`src/rtl/fb_pc_ctrl_pkg.sv`:
```
// Shared PC-path definitions: data width, sequencer state encodings and the PC step.
// Word-indexed PCs, so the sequential step is a single increment.
package fb_defines;

    localparam int FB_32BITS = 32;
    localparam int FB_CNT_W  = 4;

    localparam logic [FB_32BITS-1:0] FB_PC_STEP = 32'd1;

    typedef enum logic [1:0] {
        FB_PCS_RUN   = 2'd0,
        FB_PCS_STALL = 2'd1,
        FB_PCS_JALR  = 2'd2
    } fb_pcs_e;

endpackage

```
`src/rtl/fb_pc_ctrl_if.sv`:
```
// Fetch/hazard-side bundle of the next-PC sequencer; master is the pipeline, slave the controller.
// Purely wires: no latency, and no flow control (the hold strobe is the stall mechanism).
interface fb_pc_ctrl_if;
    import fb_defines::*;

    logic [FB_32BITS-1:0] pc_address;
    logic                 id_load_hazard;
    logic                 id_jal;
    logic [FB_32BITS-1:0] id_jal_target;
    logic                 id_jalr;
    logic                 ex_branch_taken;
    logic [FB_32BITS-1:0] ex_branch_target;
    logic                 ex_jalr_valid;
    logic [FB_32BITS-1:0] ex_jalr_target;

    logic                 pc_write;
    logic [FB_32BITS-1:0] new_address;
    logic                 pc_clear;
    logic                 if_id_flush;
    logic                 id_ex_flush;
    logic [1:0]           ctrl_state;

    modport master (
        output pc_address, id_load_hazard, id_jal, id_jal_target, id_jalr,
               ex_branch_taken, ex_branch_target, ex_jalr_valid, ex_jalr_target,
        input  pc_write, new_address, pc_clear, if_id_flush, id_ex_flush, ctrl_state
    );

    modport slave (
        input  pc_address, id_load_hazard, id_jal, id_jal_target, id_jalr,
               ex_branch_taken, ex_branch_target, ex_jalr_valid, ex_jalr_target,
        output pc_write, new_address, pc_clear, if_id_flush, id_ex_flush, ctrl_state
    );

endinterface

```
`src/rtl/fb_pc_ctrl.sv`:
```
// Next-PC sequencer: picks sequential/JAL/branch/JALR address, drives PC hold, clear and flush strobes.
// Outputs combinational from state + inputs (redirect lands at the next edge); backpressure is pc_write=1 (hold).
module fb_pc_ctrl
    import fb_defines::*;
#(
    parameter int unsigned STALL_CYCLES = 1
) (
    input  logic          clk,
    input  logic          pc_reset,
    fb_pc_ctrl_if.slave   bus
);

    localparam logic [FB_CNT_W-1:0] CNT_INIT = FB_CNT_W'(STALL_CYCLES - 1);

    fb_pcs_e               state_q, state_d;
    logic [FB_CNT_W-1:0]   cnt_q, cnt_d;
    logic [FB_CNT_W-1:0]   cnt_dec;

    assign cnt_dec = cnt_q - FB_CNT_W'(1);

    always_ff @(posedge clk) begin
        if (pc_reset) begin
            state_q <= FB_PCS_RUN;
            cnt_q   <= '0;
        end else begin
            state_q <= state_d;
            cnt_q   <= cnt_d;
        end
    end

    always_comb begin
        state_d         = state_q;
        cnt_d           = cnt_q;
        bus.new_address = bus.pc_address + FB_PC_STEP;
        bus.pc_write    = 1'b0;
        bus.pc_clear    = 1'b0;
        bus.if_id_flush = 1'b0;
        bus.id_ex_flush = 1'b0;
        bus.ctrl_state  = state_q;

        case (state_q)
            FB_PCS_STALL: begin
                if (bus.ex_branch_taken) begin
                    bus.new_address = bus.ex_branch_target;
                    bus.if_id_flush = 1'b1;
                    bus.id_ex_flush = 1'b1;
                    state_d         = FB_PCS_RUN;
                    cnt_d           = '0;
                end else begin
                    bus.pc_write    = 1'b1;
                    bus.id_ex_flush = 1'b1;
                    // Leave once the count reaches zero at this edge, giving STALL_CYCLES holds in total.
                    cnt_d           = (cnt_q == '0) ? '0 : cnt_dec;
                    if (cnt_q <= FB_CNT_W'(1))
                        state_d = FB_PCS_RUN;
                end
            end

            FB_PCS_JALR: begin
                if (bus.ex_jalr_valid) begin
                    bus.new_address = bus.ex_jalr_target;
                    bus.if_id_flush = 1'b1;
                    state_d         = FB_PCS_RUN;
                end else begin
                    bus.pc_write = 1'b1;
                    bus.pc_clear = 1'b1;
                end
            end

            default: begin
                // RUN and the unused encoding share this path; the latter falls back to RUN.
                state_d = FB_PCS_RUN;
                if (bus.ex_branch_taken) begin
                    bus.new_address = bus.ex_branch_target;
                    bus.if_id_flush = 1'b1;
                    bus.id_ex_flush = 1'b1;
                end else if (bus.id_load_hazard) begin
                    bus.pc_write    = 1'b1;
                    bus.id_ex_flush = 1'b1;
                    if (STALL_CYCLES > 1) begin
                        state_d = FB_PCS_STALL;
                        cnt_d   = CNT_INIT;
                    end
                end else if (bus.id_jal) begin
                    bus.new_address = bus.id_jal_target;
                    bus.if_id_flush = 1'b1;
                end else if (bus.id_jalr) begin
                    bus.pc_write = 1'b1;
                    bus.pc_clear = 1'b1;
                    state_d      = FB_PCS_JALR;
                end
            end
        endcase

        if (pc_reset) begin
            state_d         = FB_PCS_RUN;
            cnt_d           = '0;
            bus.new_address = '0;
            bus.pc_write    = 1'b1;
            bus.pc_clear    = 1'b0;
            bus.if_id_flush = 1'b1;
            bus.id_ex_flush = 1'b1;
            bus.ctrl_state  = FB_PCS_RUN;
        end
    end

endmodule

```
`src/flat_wrapper.sv`:
```
// flat-port wrapper written by rule: the top's interface ports become plain ports
module fb_pc_ctrl_flat import fb_defines::*;
#(
    parameter int unsigned STALL_CYCLES = 1
)
  (clk, pc_reset, bus_pc_address, bus_id_load_hazard, bus_id_jal, bus_id_jal_target, bus_id_jalr, bus_ex_branch_taken, bus_ex_branch_target, bus_ex_jalr_valid, bus_ex_jalr_target, bus_pc_write, bus_new_address, bus_pc_clear, bus_if_id_flush, bus_id_ex_flush, bus_ctrl_state);
  fb_pc_ctrl_if bus_i ();
  input  logic clk;
  input  logic pc_reset;
  input wire logic [$bits(bus_i.pc_address)-1:0] bus_pc_address;
  input wire logic [$bits(bus_i.id_load_hazard)-1:0] bus_id_load_hazard;
  input wire logic [$bits(bus_i.id_jal)-1:0] bus_id_jal;
  input wire logic [$bits(bus_i.id_jal_target)-1:0] bus_id_jal_target;
  input wire logic [$bits(bus_i.id_jalr)-1:0] bus_id_jalr;
  input wire logic [$bits(bus_i.ex_branch_taken)-1:0] bus_ex_branch_taken;
  input wire logic [$bits(bus_i.ex_branch_target)-1:0] bus_ex_branch_target;
  input wire logic [$bits(bus_i.ex_jalr_valid)-1:0] bus_ex_jalr_valid;
  input wire logic [$bits(bus_i.ex_jalr_target)-1:0] bus_ex_jalr_target;
  output wire logic [$bits(bus_i.pc_write)-1:0] bus_pc_write;
  output wire logic [$bits(bus_i.new_address)-1:0] bus_new_address;
  output wire logic [$bits(bus_i.pc_clear)-1:0] bus_pc_clear;
  output wire logic [$bits(bus_i.if_id_flush)-1:0] bus_if_id_flush;
  output wire logic [$bits(bus_i.id_ex_flush)-1:0] bus_id_ex_flush;
  output wire logic [$bits(bus_i.ctrl_state)-1:0] bus_ctrl_state;
  assign bus_i.pc_address = bus_pc_address;
  assign bus_i.id_load_hazard = bus_id_load_hazard;
  assign bus_i.id_jal = bus_id_jal;
  assign bus_i.id_jal_target = bus_id_jal_target;
  assign bus_i.id_jalr = bus_id_jalr;
  assign bus_i.ex_branch_taken = bus_ex_branch_taken;
  assign bus_i.ex_branch_target = bus_ex_branch_target;
  assign bus_i.ex_jalr_valid = bus_ex_jalr_valid;
  assign bus_i.ex_jalr_target = bus_ex_jalr_target;
  assign bus_pc_write = bus_i.pc_write;
  assign bus_new_address = bus_i.new_address;
  assign bus_pc_clear = bus_i.pc_clear;
  assign bus_if_id_flush = bus_i.if_id_flush;
  assign bus_id_ex_flush = bus_i.id_ex_flush;
  assign bus_ctrl_state = bus_i.ctrl_state;
  fb_pc_ctrl #(.STALL_CYCLES(STALL_CYCLES)) u_core (.clk(clk), .pc_reset(pc_reset), .bus(bus_i));
endmodule
```
`config.mk`:
```
export PLATFORM = sky130hd
export DESIGN_NAME = fb_pc_ctrl_flat
export DESIGN_NICKNAME = d
export VERILOG_FILES = /design/src/rtl/fb_pc_ctrl_pkg.sv /design/src/rtl/fb_pc_ctrl_if.sv /design/src/rtl/fb_pc_ctrl.sv /design/src/flat_wrapper.sv
export SDC_FILE = /design/constraint.sdc
export NUM_CORES = 1
export LEC_CHECK = 0
export CAP_MARGIN = 5
export CORE_MARGIN = 5
export CORE_UTILIZATION = 31
export CTS_CLUSTER_DIAMETER = 60
export DETAILED_ROUTE_END_ITERATION = 16
export HOLD_SLACK_MARGIN = 0.06
export PLACE_DENSITY = 0.95
export SYNTH_ARGS = -nofsm -noshare
export SYNTH_HDL_FRONTEND = slang
export SYNTH_SLANG_ARGS = --single-unit
```
`constraint.sdc`:
```
create_clock -name clk -period 3.33 [get_ports clk]
set_input_delay 0.666 -clock clk [delete_from_list [all_inputs] [get_ports clk]]
set_output_delay 0.666 -clock clk [all_outputs]
set_load 0.01 [all_outputs]
```
==> results.md, run 1 <==
- Entering global routing, the biggest net connects 39 pins.
- The number of detailed-route iterations in the first pass is 4.
- In the final layout, the registers with the most flip-flops are u_core.state_q: 1 flops.
- The gate count of the mapped netlist is 241.
- The area used by multi-input combinational logic is 1707 um2.
- The final hold violation count came to 0.
- The count of unique library cells instantiated by Yosys is 42.
- The vertical die dimension is 82.02 um.
- The proportion of power drawn by combinational gates is 0.972.
- The category of the critical setup timing path is in -> out.
- The number of nets produced by synthesis is 377.
- The count of flip-flops with a built-in enable after synthesis is 0.
- In the layout the commonest cells are sky130_fd_sc_hd__clkdlybuf4s50_1, sky130_fd_sc_hd__buf_4, sky130_fd_sc_hd__nor2_1.
- The sequential fraction of the synthesis area is 0.01245.
- The number of warnings reported in the yosys synthesis log is 0.
- Port buffering added 171 buffers.
- The clock edge transition at the registers on the reported setup and hold paths is 0 ns.
- The max-slew violation total from the final report is 0.
- Along the worst path, the maximum fanout reaches 5.
- The count of nets left with antenna violations once routing finished came out at 0.
- Hold repair after CTS inserted 0 buffers.
- Clock latency on the worst-skew pair, taken at its later pin, is 0 ns.
- The share of synthesized registers carrying an async set or reset is 0.
- The final design utilization is 0.7927.
- STA puts the critical path data required time at 2.66 ns.
- The number of buffers and inverters on the critical path is 2.
- The count of pins on the block boundary is 173.
- The detailed-route vias per instance is 5.589.
- The sequential cell fraction of total power is 0.028.
- Summed over all nets, the half-perimeter wirelength after detailed placement is 7794 um.
- The via count of the first global-routing pass is 3156.
- The final antenna diode count is 0.
- The design draws 0.4754 mW.
- Dividing total power by cell area gives a power density of 118.2 nW/um2.
- Based on the critical path, the design can be clocked at up to 0.3056 GHz.
- The average wire per cell in the routed design is 19.24 um.
- The longest individual stage delay on the worst path is 0.49 ns.
- Across the run, the number of max-cap violations was 0.
- The total wirelength of the detailed-routed design is 10100 um.
- Of the available clock period, the critical path in the final layout requires 0.9825.
- The run finished with clean final reports.
- The number of non-filler instances in the completed layout is 525.
- The proportion of netlist area held by the largest area contributor is 0.1307.
- The library cell used most frequently in the layout, excluding fill and tap cells, is sky130_fd_sc_hd__clkdlybuf4s50_1.
- In this run the horizontal extent of the chip is 82.02 um.
- The die area is 6726 um2.
- Summed over all nets, the switching power comes to 0.1867 mW.
- For this configuration, the core starts out at a cell density of 0.3168.
- By area the synthesized netlist is led by sky130_fd_sc_hd__xnor2_1, sky130_fd_sc_hd__o22ai_1, sky130_fd_sc_hd__nor2_1.
- The placer's final routability congestion estimate is 0.9015.
- The area taken by flip-flops and latches is 20.02 um2.
- The worst clock skew is 0 ns.
- The floorplan has 26 rows.
- Setup repair after global routing could not meet its margin everywhere.
- The post-synth design cell area is 1608 um2.
- The slowest stage of the critical path belongs to the cell sky130_fd_sc_hd__clkdlybuf4s50_1.
- For this design the static power due to leakage is 1.705 nW.
- The maximum vdd ir drop is 0.1110 mV.
- In this run the standard cell core region covers 5075 um2.
- The count of fill cells added during filler insertion is 369.
- The worst hold path belongs to the class reg -> reg.
- For this run, the total global-route usage over all layers was measured as 0.2731.
- The total overflow left after global routing is 0.
- Among all flip-flop cells after synthesis, the most frequent one is sky130_fd_sc_hd__dfxtp_1.
- The final-stage net count is 593.
- Setup total negative slack on the finished layout was measured at 0 ns.
- The wire length of the first global-routing pass is 14630 um.
- The share of layout cells above drive strength 1 is 0.2857.
- The worst path in the final design needs a cycle of 3.272 ns, including I/O delays and setup.
- Data arrives at the worst endpoint at 2.61 ns.
- The clock network fraction of total power is 0.
- Cell internal power was estimated by the tool at 0.2887 mW.
- The register with the most flip-flops in the final layout is u_core.state_q.
- The flip-flop count of the largest register, all copies and words added is 1.
- The worst setup path is launched from an input port.
- The per-instance average area after synthesis is 6.671 um2.
- The final count of negative-setup-slack endpoints is 0.
- Of the total power, the share spent switching nets is 0.3928.
- Grouping stages by cell kind, the critical path spends the most delay in buffers and inverters.
- The number of antenna violations at the first check in global routing is 0.
- The leading area contributor after synthesis is sky130_fd_sc_hd__xnor2_1.
- The synthesis-stage register bit count is 1.
- The number of placed instances, taps included is 517.
- The DRC violations left is 0.
- The routed layout has 2934 vias.
- The initial detailed-routing violation count is 163.
- The signal on the critical path passes through clkdlybuf4s50_1, ha_2, nand2_4, nor3b_1, xnor2_1, a2111oi_2, clkdlybuf4s15_2.
- The critical path endpoint category is an output pin.
- The layout overhead on the synthesized area is 150.2%.
## cells in the mapped netlist, types with 3 or more instances
library cell,count
sky130_fd_sc_hd__nor2_1,41
sky130_fd_sc_hd__xor2_1,6
sky130_fd_sc_hd__nor3_1,3
sky130_fd_sc_hd__xnor2_1,24
sky130_fd_sc_hd__o22ai_1,30
sky130_fd_sc_hd__nor2b_1,3
sky130_fd_sc_hd__a21oi_1,6
sky130_fd_sc_hd__o21ai_0,6
sky130_fd_sc_hd__a2111oi_0,15
sky130_fd_sc_hd__buf_4,3
sky130_fd_sc_hd__nand2_1,14
sky130_fd_sc_hd__a2111oi_2,8
sky130_fd_sc_hd__nand4_1,5
sky130_fd_sc_hd__and4_1,3
sky130_fd_sc_hd__nor4_1,7
sky130_fd_sc_hd__a2111oi_1,3
sky130_fd_sc_hd__clkbuf_1,10
sky130_fd_sc_hd__nand3_1,10
sky130_fd_sc_hd__and3_1,3
sky130_fd_sc_hd__nor3_2,6
sky130_fd_sc_hd__buf_2,6
sky130_fd_sc_hd__nand2b_1,3
## layer usage
layer / GRT usage / wire length [um] / vias up
met3: 0.05482 / 837 / 24
met2: 0.5315 / 5385 / 142
met1: 0.2947 / 3616 / 1401
met4: 0.07143 / 263 / 0
li1: - / - / 1367
met5: 0 / 0 / -
## final timing paths
check / end / cells past startpoint / from / slack (ns)
setup reg to reg: u_core.state_q[1]$_SDFFE_PP0P_ / 4 / u_core.state_q[1]$_SDFFE_PP0P_ / 2.16
hold reg to reg: u_core.state_q[1]$_SDFFE_PP0P_ / 3 / u_core.state_q[1]$_SDFFE_PP0P_ / 1.01
setup / recovery: bus_new_address[12] / 7 / bus_pc_address[1] / 0.06
hold / removal: u_core.state_q[1]$_SDFFE_PP0P_ / 3 / u_core.state_q[1]$_SDFFE_PP0P_ / 1.01
## tightest hold or removal path, stage by stage, from the launching register on
cell                      delay, ns
sky130_fd_sc_hd__dfxtp_1       0.41
sky130_fd_sc_hd__nor3_1        0.32
sky130_fd_sc_hd__a21oi_1       0.15
sky130_fd_sc_hd__nor2_1        0.08
## repair_timing
action                     CTS  global route
gates cloned                 1             0
setup endpoints to repair   29            26
resized for setup           94            50
setup buffers                5             2
pin swaps                   11            15
## kinds of logic after synthesis
family	Yosys count	share of synthesized area
DFF	1	0.01245
muxes	3	0.01946
adders and majority gates	1	0.007781
other	1	0.002332
AOI/OAI and AO/OA	73	0.3525
and+or+nand+nor	109	0.3720
buffers and inverters	23	0.07004
xor gates and xnor gates	30	0.1634
## power by group through the flow
| stage | logic, mW | clock network, mW | registers (mW) |
|---|---|---|---|
| finish | 0.462 | 0 | 0.0135 |
| global route | 0.490 | 0 | 0.0136 |
| CTS | 0.450 | 0 | 0.0134 |
| detailed placement | 0.459 | 0 | 0.0133 |
| global placement | 0.447 | 0 | 0.0133 |
| floorplan | 0.137 | 0 | 0.0126 |
## cell type report
cell class,instances,share of cell area
inverter,1,0.0009331
multi-input combinational,218,0.4243
timing repair buffer,235,0.5481
tap,70,0.02177
sequential,1,0.004977
## per-stage QoR
stage / hold slack (ns) / area, um2 / worst slack [ns]
global route: 1.076 / 4023 / -0.04029
CTS: 0.9843 / 3935 / -0.07234
floorplan: 0.6536 / 1608 / 0.5014
finish: 1.013 / 4023 / 0.05813
detailed placement: 0.9772 / 3789 / -0.5660
global placement: 0.8935 / 3789 / -0.5707
(Power assumes the default switching activity.)
==> run 2: changes to the inputs <==
GPL_ROUTABILITY_DRIVEN = 0   (was unset)
RECOVER_POWER = 25   (was unset)
==> results.md, run 2 (synthesis results as in run 1) <==
- STA puts the critical path data arrival time at 2.62 ns.
- The reported max-cap violation count is 0.
- The category of the critical setup timing path is in -> out.
- The tightest min-delay check is of the reg -> reg type.
- Summed over all failing endpoints, the final setup total negative slack is 0 ns.
- The leading cell type in the layout, fill and taps excluded is sky130_fd_sc_hd__clkdlybuf4s50_1.
- Of the cells placed in the final design, the portion with a size suffix greater than 1 is 0.2918.
- The clock edge transition at the registers on the reported setup and hold paths is 0 ns.
- Using the TritonRoute via totals, the vias-per-cell ratio works out to 5.443.
- The final antenna diode count is 0.
- The worst clock skew is 0 ns.
- For this design the ratio of total power to cell area is 119.5 nW/um2.
- The final layout contains routed wiring with a total length of 9526 um.
- The initial core utilization is 0.3168.
- The number of placement rows is 26.
- Setup violations remaining at the end of the flow were counted as 0.
- The critical path data required time is 2.66 ns.
- The worst setup path is captured at an output pin.
- Clock latency on the worst-skew pair, taken at its later pin, is 0 ns.
- The worst-case IR drop observed on VDD is 0.1256 mV.
- The nature of the critical path startpoint is an input port.
- The most used routing layer in global routing is met2.
- The detail route stage leaves a number of antenna-violating nets equal to 0.
- The final hold violation count is 0.
- After detailed routing, the average wire length per cell comes to 18.35 um.
- After clock tree synthesis, the flow added hold-fix buffers numbering 0.
- For this run, the detailed router's first-pass iteration total came to 4.
- The flip-flop count of the largest register, all copies and words added is 1.
- Compared with the post-synthesis result, the final layout area differs by 144.4%.
- The wire length of the first global-routing pass is 13830 um.
- The max-slew violation total from the final report is 0.
- The worst-path maximum fanout is 5.
- The largest net degree at the start of global routing is 39.
- The initial detailed-routing violation count is 161.
- The global-route track usage on met2 is 0.4968.
- The core outline area is 5075 um2.
- The number of antenna violations at the first check in global routing is 0.
- Summed over all layers, the global routing overflow is 0.
- The post-detailed-placement half-perimeter wirelength is 7554 um.
- The vertical die dimension is 82.02 um.
- In the final layout, the registers with the most flip-flops are u_core.state_q: 1 flops.
- The overall power consumption is 0.4694 mW.
- The placement-stage cell area is 3781 um2.
- Leaving out fill and tap cells, the most frequent cells in the layout are sky130_fd_sc_hd__clkdlybuf4s50_1, sky130_fd_sc_hd__buf_4, sky130_fd_sc_hd__nor2_1.
- The count of fill cells added during filler insertion is 362.
- The die is 82.02 um wide.
- The reported leakage power is 1.586 nW.
- For this run, design rule violations remaining after detail routing come to 0.
- The met3 routing resource usage after global routing is 0.03618.
- The largest register by flop count is u_core.state_q.
- The die covers 6726 um2.
- The final design utilization is 0.7742.
- After routing the design area is 3929 um2.
- The actual slew at the worst max-slew pin is 0.5347 ns.
- The number of buffers inserted by port buffering is 171.
- The via count of the first global-routing pass is 2964.
- Pin placement for this block handled 173 I/O pins.
- In this run the tightest slew margin relative to its limit is 0.6436.
- The peak clock frequency supported by timing is 0.3040 GHz.
- The final hold slack is 0.9512 ns.
- The worst path needs 3.290 ns of the cycle, external delays included.
- For this run, global-route usage on met1 was measured as 0.2926.
- The routed via count is 2825.
- The share of the clock period used by the worst path is 0.9879.
- Across every metal layer, demand over resource in global routing totals 0.2552.
- For this run, the post-layout net count is 587.
- The run finished with clean final reports.
run 2: cell count changes in the layout (fill, tap and decap cells not counted), sizes merged:
cell	delta
dlygate4sd2	-7
buf	-1
clkdlybuf4s15	-1
clkdlybuf4s50	+4
dlygate4sd3	+4
clkbuf	+1
dlymetal6s2s	-6
run 2: critical path, cell delays in order:
cell                              delay [ns]
sky130_fd_sc_hd__clkdlybuf4s50_1        0.53
sky130_fd_sc_hd__ha_2                   0.23
sky130_fd_sc_hd__nand2_4                0.10
sky130_fd_sc_hd__nor4_2                 0.31
sky130_fd_sc_hd__xnor2_1                0.14
sky130_fd_sc_hd__a2111oi_2              0.36
sky130_fd_sc_hd__clkdlybuf4s15_1        0.29
run 2: layout make-up:
type                    instances  area (um2)  share of cell area
flip-flops and latches          1       20.02            0.005096
multi-input cells             218        1707              0.4344
inverters                       1       3.754           0.0009554
well taps                      70       87.58             0.02229
repair buffers                229        2111              0.5373
run 2: power by group:
group          leakage (nW)  internal, mW  total (mW)  switching (mW)
logic                  1.58         0.272       0.456           0.184
clock network             0             0           0               0
registers           0.00811        0.0125      0.0134        0.000870
run 2: metal layers:
metal / part of all wire / vias to the layer above / wire length [um]
met1: 0.38 / 1321 / 3627
met4: 0.015 / 0 / 146
met5: 0 / - / 0
met2: 0.52 / 133 / 4996
met3: 0.079 / 14 / 754
li1: - / 1357 / -
run 2: repair_timing:
item | in CTS | in global routing
resized for setup | 93 | 63
gates cloned | 1 | 0
endpoints found under the hold margin | 0 | 0
setup endpoints to repair | 28 | 26
setup buffers | 1 | 1
pin swaps | 3 | 22
run 2: path summary, 6_finish.rpt:
| path | endpoint | cells after the start | slack (ns) | start |
|---|---|---|---|---|
| worst max-delay path | bus_new_address[26] | 7 | 0.04 | bus_pc_address[0] |
| worst min-delay path | u_core.state_q[1]$_SDFFE_PP0P_ | 3 | 0.95 | u_core.state_q[1]$_SDFFE_PP0P_ |
| worst max register to register | u_core.state_q[1]$_SDFFE_PP0P_ | 4 | 2.19 | u_core.state_q[1]$_SDFFE_PP0P_ |
| worst min register to register | u_core.state_q[1]$_SDFFE_PP0P_ | 3 | 0.95 | u_core.state_q[1]$_SDFFE_PP0P_ |
run 2: metrics by stage:
stage                     std cells  worst slack [ns]
after floorplan                 241            0.5014
after global placement          516           -0.5485
after detailed placement        516           -0.5430
after CTS                       518           -0.1389
after global routing            519          -0.01610
final                           519           0.04039
==> run 3: changes to the inputs <==
ABC_CLOCK_PERIOD_IN_PS = 3330   (was unset)
CELL_PAD_IN_SITES_DETAIL_PLACEMENT = 1   (was unset)
CELL_PAD_IN_SITES_GLOBAL_PLACEMENT = 1   (was unset)
CORE_UTILIZATION = 19   (was 31)
==> results.md, run 3 (synthesis results as in run 1) <==
- The flow ran to the end, and the final reports show no timing, DRC or antenna violations.
- After layout, the minimum clock period comes to 3.245 ns.
- The count of nets left with antenna violations once routing finished came out at 0.
- The die area is 10400 um2.
- The vertical die dimension is 102.0 um.
- The initial detailed-routing violation count is 30.
- Dividing the final minimum period by the clock period gives 0.9745.
- The worst setup path is launched from an input port.
- Detailed placement finished with a half-perimeter wire length of 9090 um.
- Across the run, the number of max-cap violations was 0.
- The flip-flop count of the largest register, all copies and words added is 1.
- The worst min-delay path class is reg -> reg.
- The critical path data required time is 2.66 ns.
- The number of detailed-route iterations in the first pass is 4.
- The initial core utilization is 0.1957.
- The largest registers in the layout are u_core.state_q: 1 flops.
- In this run the horizontal extent of the chip is 102.0 um.
- In this run the cell area measured after placement is 3870 um2.
- The via count of the first global-routing pass is 3374.
- The peak clock frequency supported by timing is 0.3082 GHz.
- The first global-routing pass estimated 16590 um of wire.
- Measured on the finished design, the core utilization comes to 0.4963.
- For this design, the CTS-stage hold fixing added 0 buffers.
- The worst-path maximum fanout is 6.
- The number of non-filler instances in the completed layout is 567.
- The final hold violation count is 0.
- The worst setup path is captured at an output pin.
- The total congestion overflow after global routing is 0.
- Wires add up to 11440 um.
- Power spread over the standard cell area amounts to 119.4 nW/um2.
- Clock-pin slew was measured on the worst setup and hold paths at 0 ns.
- For this run, the post-layout net count is 600.
- u_core.state_q holds more flip-flops than any other register.
- The routed via count is 2900.
- The maximum vdd ir drop is 0.08223 mV.
- Between clock sinks in the finished design, the worst skew comes to 0 ns.
- The final antenna diode count is 0.
- In the layout the commonest cells are sky130_fd_sc_hd__clkdlybuf4s50_1, sky130_fd_sc_hd__buf_4, sky130_fd_sc_hd__nor2_1.
- In this run the standard cell core region covers 8217 um2.
- The count of pins on the block boundary is 173.
- Entering global routing, the biggest net connects 27 pins.
- Counting tap cells, the placed design contains a total of 557 instances.
- The clock insertion delay at the later pin of the skew report is 0 ns.
- The number of buffers inserted by port buffering is 171.
- The category of the critical setup timing path is in -> out.
- The max-slew violation total from the final report is 0.
- Data on the critical path arrives at its endpoint at 2.58 ns.
- The analysis attributes to cell leakage a power of 1.687 nW.
- The DRC violations left is 0.
- The finished cells cover 4078 um2.
- Final hold analysis gives a worst-case slack of 0.9764 ns.
- The average wire per cell in the routed design is 20.18 um.
- The global-route total usage across every layer is 0.1995.
- From synthesis to final layout, the design area changed by 153.6%.
- The leading cell type in the layout, fill and taps excluded is sky130_fd_sc_hd__clkdlybuf4s50_1.
- After filler insertion, the fill cell instance count of the layout stands at 979.
- The completed layout was analyzed and its total power is 0.4868 mW.
- After detailed routing, the number of vias per cell comes to 5.115.
- The share of layout cells above drive strength 1 is 0.3052.
- The number of placement rows is 33.
- The number of antenna violations at the first check in global routing is 0.
- Setup violations remaining at the end of the flow were counted as 0.
## run 3: changes by cell type in the layout (fill, tap and decap cells not counted), moves of 3 or more
cell	delta
sky130_fd_sc_hd__a2111oi_0	-3
sky130_fd_sc_hd__buf_2	-3
sky130_fd_sc_hd__buf_4	+11
sky130_fd_sc_hd__buf_6	+3
sky130_fd_sc_hd__clkdlybuf4s50_1	-13
sky130_fd_sc_hd__dlygate4sd2_1	+10
sky130_fd_sc_hd__dlymetal6s2s_1	+3
## run 3: where the power goes
| part | internal (mW) | switching (mW) |
|---|---|---|
| clock network | 0 | 0 |
| logic | 0.277 | 0.197 |
| registers | 0.0125 | 0.000824 |
| total | 0.289 | 0.197 |
## run 3: repair_timing
item | 4_1_cts | 5_1_grt
gates cloned | 1 | 0
endpoints found under the setup margin | 30 | 27
gates resized for setup | 128 | 47
pin swaps | 10 | 9
buffers inserted | 6 | 3
## run 3: worst max-delay path, stage by stage
cell and delay (ns):
sky130_fd_sc_hd__dlygate4sd2_1 0.28, sky130_fd_sc_hd__and3_4 0.29, sky130_fd_sc_hd__nand4_4 0.18, sky130_fd_sc_hd__buf_4 0.18
sky130_fd_sc_hd__nor3_2 0.18, sky130_fd_sc_hd__xnor2_1 0.09, sky130_fd_sc_hd__a2111oi_1 0.40, sky130_fd_sc_hd__dlygate4sd1_1 0.30
## run 3: worst paths after layout
| kind | start | endpoint | slack (ns) | cells past startpoint |
|---|---|---|---|---|
| max | bus_pc_address[4] | bus_new_address[19] | 0.08 | 8 |
| min | u_core.state_q[1]$_SDFFE_PP0P_ | u_core.state_q[1]$_SDFFE_PP0P_ | 0.98 | 3 |
| max reg2reg | u_core.state_q[1]$_SDFFE_PP0P_ | u_core.state_q[1]$_SDFFE_PP0P_ | 2.23 | 4 |
| min reg2reg | u_core.state_q[1]$_SDFFE_PP0P_ | u_core.state_q[1]$_SDFFE_PP0P_ | 0.98 | 3 |
## run 3: layout make-up
type	count	area (um2)	area share
flip-flops and latches	1	20.02	0.004909
multi-input cells	218	1697	0.4161
well taps	105	131.4	0.03222
inverters	1	3.754	0.0009205
repair buffers	242	2226	0.5459
## run 3: per-stage QoR
stage          worst slack, ns   TNS [ns]
2_1_floorplan           0.5014          0
3_3_place_gp           -0.5066     -9.980
3_5_place_dp           -0.5951     -12.51
4_1_cts              -0.008063  -0.008063
5_1_grt              -0.005917  -0.005917
6_report               0.08488          0
## run 3: layer usage
metal	vias to the layer above	GRT usage	wire, um
met1	1394	0.2027	4196
li1	1380	-	-
met5	-	0	0
met3	12	0.03549	799
met4	0	0.03128	149
met2	114	0.4198	6295
